===== src/rtl/data_pipe_upsizer_if.sv =====
// Valid/ready beat stream between pipe stages.
// master drives valid/data, slaver drives ready.
interface data_inf #(
  parameter int DSIZE = 8
) ();
  logic             valid;
  logic             ready;
  logic [DSIZE-1:0] data;

  modport master (
    output valid,
    output data,
    input  ready
  );

  modport slaver (
    input  valid,
    input  data,
    output ready
  );
endinterface


===== src/rtl/data_pipe_upsizer.sv =====
// Packs RATIO narrow beats into one wide word, with flush of partial words.
// Ports: clock, rst_n, clk_en, flush, s_in (beats), m_out (words), m_lanes, busy.
module data_pipe_upsizer #(
  parameter int DSIZE = 8,
  parameter int RATIO = 4
) (
  input  logic       clock,
  input  logic       rst_n,
  input  logic       clk_en,
  input  logic       flush,
  data_inf.slaver    s_in,
  data_inf.master    m_out,
  output logic [3:0] m_lanes,
  output logic       busy
);

  localparam int CW = (RATIO > 2) ? $clog2(RATIO) : 1;
  localparam int AW = DSIZE * (RATIO - 1);
  localparam int OW = DSIZE * RATIO;

  logic [CW-1:0] cnt, cnt_n, cnt_pk;
  logic [AW-1:0] acc, acc_n, acc_pk;
  logic [OW-1:0] data_q, data_n;
  logic [3:0]    lanes_q, lanes_n;
  logic          valid_q, valid_n;
  logic          fp, fp_n;

  logic last, slot_open, slot_free;
  logic in_acc, out_acc, flush_now;
  logic full, part, emit, defer;

  assign last      = cnt == CW'(RATIO - 1);
  // Handshake-level view of the slot; clk_en is folded in by in_acc.
  assign slot_open = !valid_q | m_out.ready;
  assign s_in.ready = !fp & !(last & !slot_open);

  assign in_acc    = s_in.valid & s_in.ready & clk_en;
  assign out_acc   = valid_q & m_out.ready & clk_en;
  assign slot_free = !valid_q | out_acc;
  assign flush_now = clk_en & (flush | fp);

  assign m_out.valid = valid_q;
  assign m_out.data  = data_q;
  assign m_lanes     = lanes_q;
  assign busy        = (cnt != '0) | valid_q | fp;

  // Accumulator/count after packing a non-completing beat.
  always_comb begin
    acc_pk = acc;
    cnt_pk = cnt;
    if (in_acc && !last) begin
      for (int i = 0; i < RATIO - 1; i++) begin
        if (cnt == CW'(i)) begin
          acc_pk[i*DSIZE +: DSIZE] = s_in.data;
        end
      end
      cnt_pk = cnt + 1'b1;
    end
  end

  assign full  = in_acc & last;
  assign part  = flush_now & !full & (cnt_pk != '0);
  assign emit  = part & slot_free;
  assign defer = part & !slot_free;

  always_comb begin
    cnt_n   = cnt_pk;
    acc_n   = acc_pk;
    data_n  = data_q;
    lanes_n = lanes_q;
    valid_n = valid_q & !out_acc;
    fp_n    = fp;
    unique case (1'b1)
      full: begin
        data_n  = {s_in.data, acc};
        lanes_n = 4'(RATIO);
        valid_n = 1'b1;
        cnt_n   = '0;
        acc_n   = '0;
        fp_n    = 1'b0;
      end
      emit: begin
        data_n  = OW'(acc_pk);
        lanes_n = 4'(cnt_pk);
        valid_n = 1'b1;
        cnt_n   = '0;
        acc_n   = '0;
        fp_n    = 1'b0;
      end
      defer: begin
        fp_n = 1'b1;
      end
      default: begin
      end
    endcase
  end

  always_ff @(posedge clock or negedge rst_n) begin
    if (!rst_n) begin
      cnt     <= '0;
      acc     <= '0;
      data_q  <= '0;
      lanes_q <= '0;
      valid_q <= 1'b0;
      fp      <= 1'b0;
    end else begin
      cnt     <= cnt_n;
      acc     <= acc_n;
      data_q  <= data_n;
      lanes_q <= lanes_n;
      valid_q <= valid_n;
      fp      <= fp_n;
    end
  end

endmodule


===== src/flat_wrapper.sv =====
// flat-port wrapper written by rule: the top's interface ports become plain ports
module data_pipe_upsizer_flat 
#(
  parameter int DSIZE = 8,
  parameter int RATIO = 4
)
  (clock, rst_n, clk_en, flush, m_lanes, busy, s_in_valid, s_in_data, s_in_ready, m_out_valid, m_out_data, m_out_ready);
  data_inf #(.DSIZE(DSIZE)) s_in_i ();
  data_inf #(.DSIZE(DSIZE)) m_out_i ();
  input  logic clock;
  input  logic rst_n;
  input  logic clk_en;
  input  logic flush;
  output logic [3:0] m_lanes;
  output logic busy;
  input wire logic [$bits(s_in_i.valid)-1:0] s_in_valid;
  input wire logic [$bits(s_in_i.data)-1:0] s_in_data;
  output wire logic [$bits(s_in_i.ready)-1:0] s_in_ready;
  output wire logic [$bits(m_out_i.valid)-1:0] m_out_valid;
  output wire logic [$bits(m_out_i.data)-1:0] m_out_data;
  input wire logic [$bits(m_out_i.ready)-1:0] m_out_ready;
  assign s_in_i.valid = s_in_valid;
  assign s_in_i.data = s_in_data;
  assign s_in_ready = s_in_i.ready;
  assign m_out_valid = m_out_i.valid;
  assign m_out_data = m_out_i.data;
  assign m_out_i.ready = m_out_ready;
  data_pipe_upsizer #(.DSIZE(DSIZE), .RATIO(RATIO)) u_core (.clock(clock), .rst_n(rst_n), .clk_en(clk_en), .flush(flush), .s_in(s_in_i), .m_out(m_out_i), .m_lanes(m_lanes), .busy(busy));
endmodule

===== config.mk =====
export PLATFORM = sky130hd
export DESIGN_NAME = data_pipe_upsizer_flat
export DESIGN_NICKNAME = d
export VERILOG_FILES = /design/src/rtl/data_pipe_upsizer_if.sv /design/src/rtl/data_pipe_upsizer.sv /design/src/flat_wrapper.sv
export SDC_FILE = /design/constraint.sdc
export NUM_CORES = 1
export LEC_CHECK = 0
export ABC_AREA = 1
export CAP_MARGIN = 30
export CELL_PAD_IN_SITES_DETAIL_PLACEMENT = 1
export CELL_PAD_IN_SITES_GLOBAL_PLACEMENT = 1
export CORE_MARGIN = 1
export CORE_UTILIZATION = 38
export CTS_BUF_LIST = sky130_fd_sc_hd__clkbuf_8
export DETAILED_ROUTE_END_ITERATION = 10
export GPL_TIMING_DRIVEN = 0
export PLACE_DENSITY_LB_ADDON = 0.1
export SLEW_MARGIN = 20
export SYNTH_ARGS = -nofsm -noshare
export SYNTH_HDL_FRONTEND = slang
export SYNTH_SLANG_ARGS = --single-unit

===== constraint.sdc =====
create_clock -name clock -period 1.9 [get_ports clock]
set_clock_uncertainty 0.05 [all_clocks]
set_input_delay 0.475 -clock clock [delete_from_list [all_inputs] [get_ports clock]]
set_output_delay 0.475 -clock clock [all_outputs]
set_load 0.03 [all_outputs]

==> metrics.md <==
| Metric | Value |
|---|---|
| Worst vdd ir | `0.613 mV` |
| Mapped Avg Cell Area | `7.25 sq um` |
| Post-synth EDFFs | `0` |
| PortBufs | `27` |
| Placed cells | `268` |
| Die width | `62.8 microns` |
| Antenna fix cells | `0` |
| Die area | `3950 sq um` |
| Site Rows | `21` |
| Core Region | `3440 sq um` |
| Antenna viol nets, final | `0` |
| Pwr dens | `1650 nW/um^2` |
| Busiest grt layer | `met2` |
| First-pass GRT wire length | `6.33 mm` |
| RSZ-0062 raised after global routing | `true` |
| Tot Pwr | `3.06 mW` |
| Iteration-0 DRC count of the detailed router | `28` |
| Setup ws final | `0.00121 ns` |
| Wirelength per Cell | `12.8 microns` |
| CTS tree | `yes` |
| Final Hold Fails | `0` |
| Crit path DAT | `1.37 ns` |
| Met3 Use GR | `4.01%` |
| Yosys warnings | `0` |
| Initial antenna violation count | `0` |
| Clk sinks | `23` |
| Vias in the first global route | `1404` |
| Post-synthesis cell count | `194` |
| Share of cells above drive strength 1 | `17.8%` |
| Tightest Pin Transition | `0.584 ns` |
| Clk Latency, worst-skew pair | `0.27 ns` |
| Cts hold-fix bufs | `0` |
| Routing usage on met1 | `21.8%` |
| Nets | `247` |
| IO Count | `29` |
| Max FO, Critical Path | `2` |
| Main flop type after synthesis | `dfrtp_1` |
| WP data required | `1.37 ns` |
| Commonest cells post-synth | `nand2_1, nor2_1, inv_1` |
| Final Non-Filler Cells | `276` |
| Cts bufs inserted | `3` |
| Reg clk slew, reported paths | `0.08 ns` |
| Post-synthesis net count | `210` |
| Placer Congestion | `0.728` |
| Worst Setup Start Kind | `input port` |
| Slew Limit Headroom | `61.0%` |
| Dpl ws | `-0.553 ns` |
| Worst min path class | `flop to flop` |
| Synth top area share | `40.9%` |
| Dominant cells by area after synthesis | `dfrtp_1, nand2_1, nor2_1` |
| Vias per cell | `4.77` |
| Die height | `62.8 microns` |
| Layout area overhead | `32.1%` |
| Hold slack | `0.452 ns` |
| Worst setup EP type | `primary output` |
| Initial core utilization | `40.9%` |
| Htree depth | `1` |
| Max Freq | `527 MHz` |
| Largest net degree at the start of global routing | `18` |
| CP Class | `input port to primary output` |
| Setup-failing EPs final | `0` |
| DRT Wirelength | `3.55 mm` |
| Post-synthesis cell type count | `23` |
| Detail Placement HPWL | `2.85 mm` |
| Post-Layout Inst Area | `1860 sq um` |
| MaxCap Viol Count | `0` |
| Gr ovfl total | `0` |
| LEAKAGE | `0.982 nW` |
| TritonRoute pass-1 iters | `4` |
| Min Tclk post-route | `1.90 ns` |
| GR Layer Usage met2 | `39.5%` |
| Mapped Area | `1410 sq um` |
| Yosys top cell by area | `dfrtp_1` |
| Post-DP Area | `1750 sq um` |
| Status | `finished, final reports clean` |
| Tcrit/Tclk final | `99.9%` |
| Max-slew violations | `0` |
| # fillers | `430` |
| Clk buf depth | `2` |
| CTS root buf | `clkbuf_8` |
| Drt drc | `0` |
| Total track usage | `20.1%` |
| Most frequent cell after synthesis | `nand2_1` |
| #FFs+latches synth | `23` |
| Sequential element share of the synthesized area | `40.9%` |
| Routed vias | `1316` |
| Asr flop ratio synth | `100%` |
[what timing repair did]
action / CTS / global route
pin swaps: 2 / 1
resized for setup: 19 / 7
endpoints found under the setup margin: 24 / 25
buffers inserted: 2 / 3
cloned: 0 / 0
[where the power goes]
group	internal (mW)	switching (mW)	leakage (nW)
Combinational	0.780	1.10	0.665
Sequential	0.724	0.161	0.290
Clock	0.144	0.156	0.0269
[state kept, by name, summed over array words and instances (netlist names)]
register / count
u_core.fp: 1
u_core.m_out.valid: 1
u_core.acc: 8
u_core.data_q: 8
u_core.cnt: 2
u_core.m_lanes: 3
[through the flow]
stage               setup TNS (ns)  util [%]
floorplan                        0         -
global placement             -7.25      50.4
detailed placement           -8.54      50.8
CTS                        -0.0134      52.5
global route                -0.428      54.0
finish                           0      54.0
[cell families (layout without fill, tap and decap cells)]
kind of cell,count (synthesis),after routing,share of synthesized area [%]
buf+inv,40,76,12.5
other cells,1,1,0.267
compound gates,12,12,6.23
simple gates,116,116,38.3
fa+ha+maj,2,2,1.78
flops,23,23,40.9
[metal layers]
layer,part of all wire (%),up-vias
li1,-,663
met5,0,-
met1,40,634
met2,57,17
met4,0.20,0
met3,2.6,2
[critical path, cell delays in order]
cell and delay [ns]:
clkdlybuf4s50_1 0.43, inv_2 0.08, nand2_2 0.06, o21ai_1 0.12, inv_1 0.05, buf_4 0.16
[worst paths after layout]
kind	start	endpoint	slack (ns)	cells past startpoint
max	m_out_ready	s_in_ready	0.001	6
min	u_core.m_lanes[2]	u_core.m_lanes[2]	0.45	2
max reg2reg	u_core.cnt[0]	u_core.data_q[7]	0.07	13
min reg2reg	u_core.m_lanes[2]	u_core.m_lanes[2]	0.45	2
max in group asynchronous	rst_n	u_core.data_q[6]	0.78	2
min in group asynchronous	rst_n	u_core.data_q[3]	0.52	1
[cell type report]
class	count	area (sq um)	area share, %
multi-input combinational	131	666	35.8
sequential	23	576	31.0
timing repair buffer	33	330	17.8
inverter	32	123	6.60
buffer	7	61.3	3.30
tap	46	57.6	3.10
clock buffer	3	41.3	2.22
clock inverter	1	3.75	0.202
[placed cells by master (no fill, tap or decap), types with 2 or more instances in the layout]
| master | netlist | routed |
|---|---|---|
| buf_4 | 2 | 7 |
| buf_6 | 2 | 2 |
| buf_8 | 0 | 2 |
| clkbuf_8 | 0 | 3 |
| clkdlybuf4s50_1 | 0 | 22 |
| clkinv_1 | 2 | 2 |
| dfrtp_1 | 23 | 23 |
| dlygate4sd2_1 | 0 | 2 |
| inv_1 | 27 | 26 |
| inv_2 | 3 | 4 |
| nand2_1 | 55 | 53 |
| nand2_2 | 9 | 11 |
| nand3_1 | 11 | 11 |
| nand4_1 | 8 | 8 |
| nor2_1 | 29 | 28 |
| o21a_1 | 8 | 8 |
| o21ai_1 | 1 | 2 |
| o21ai_2 | 2 | 2 |
Power figures use the tool's default switching activity.
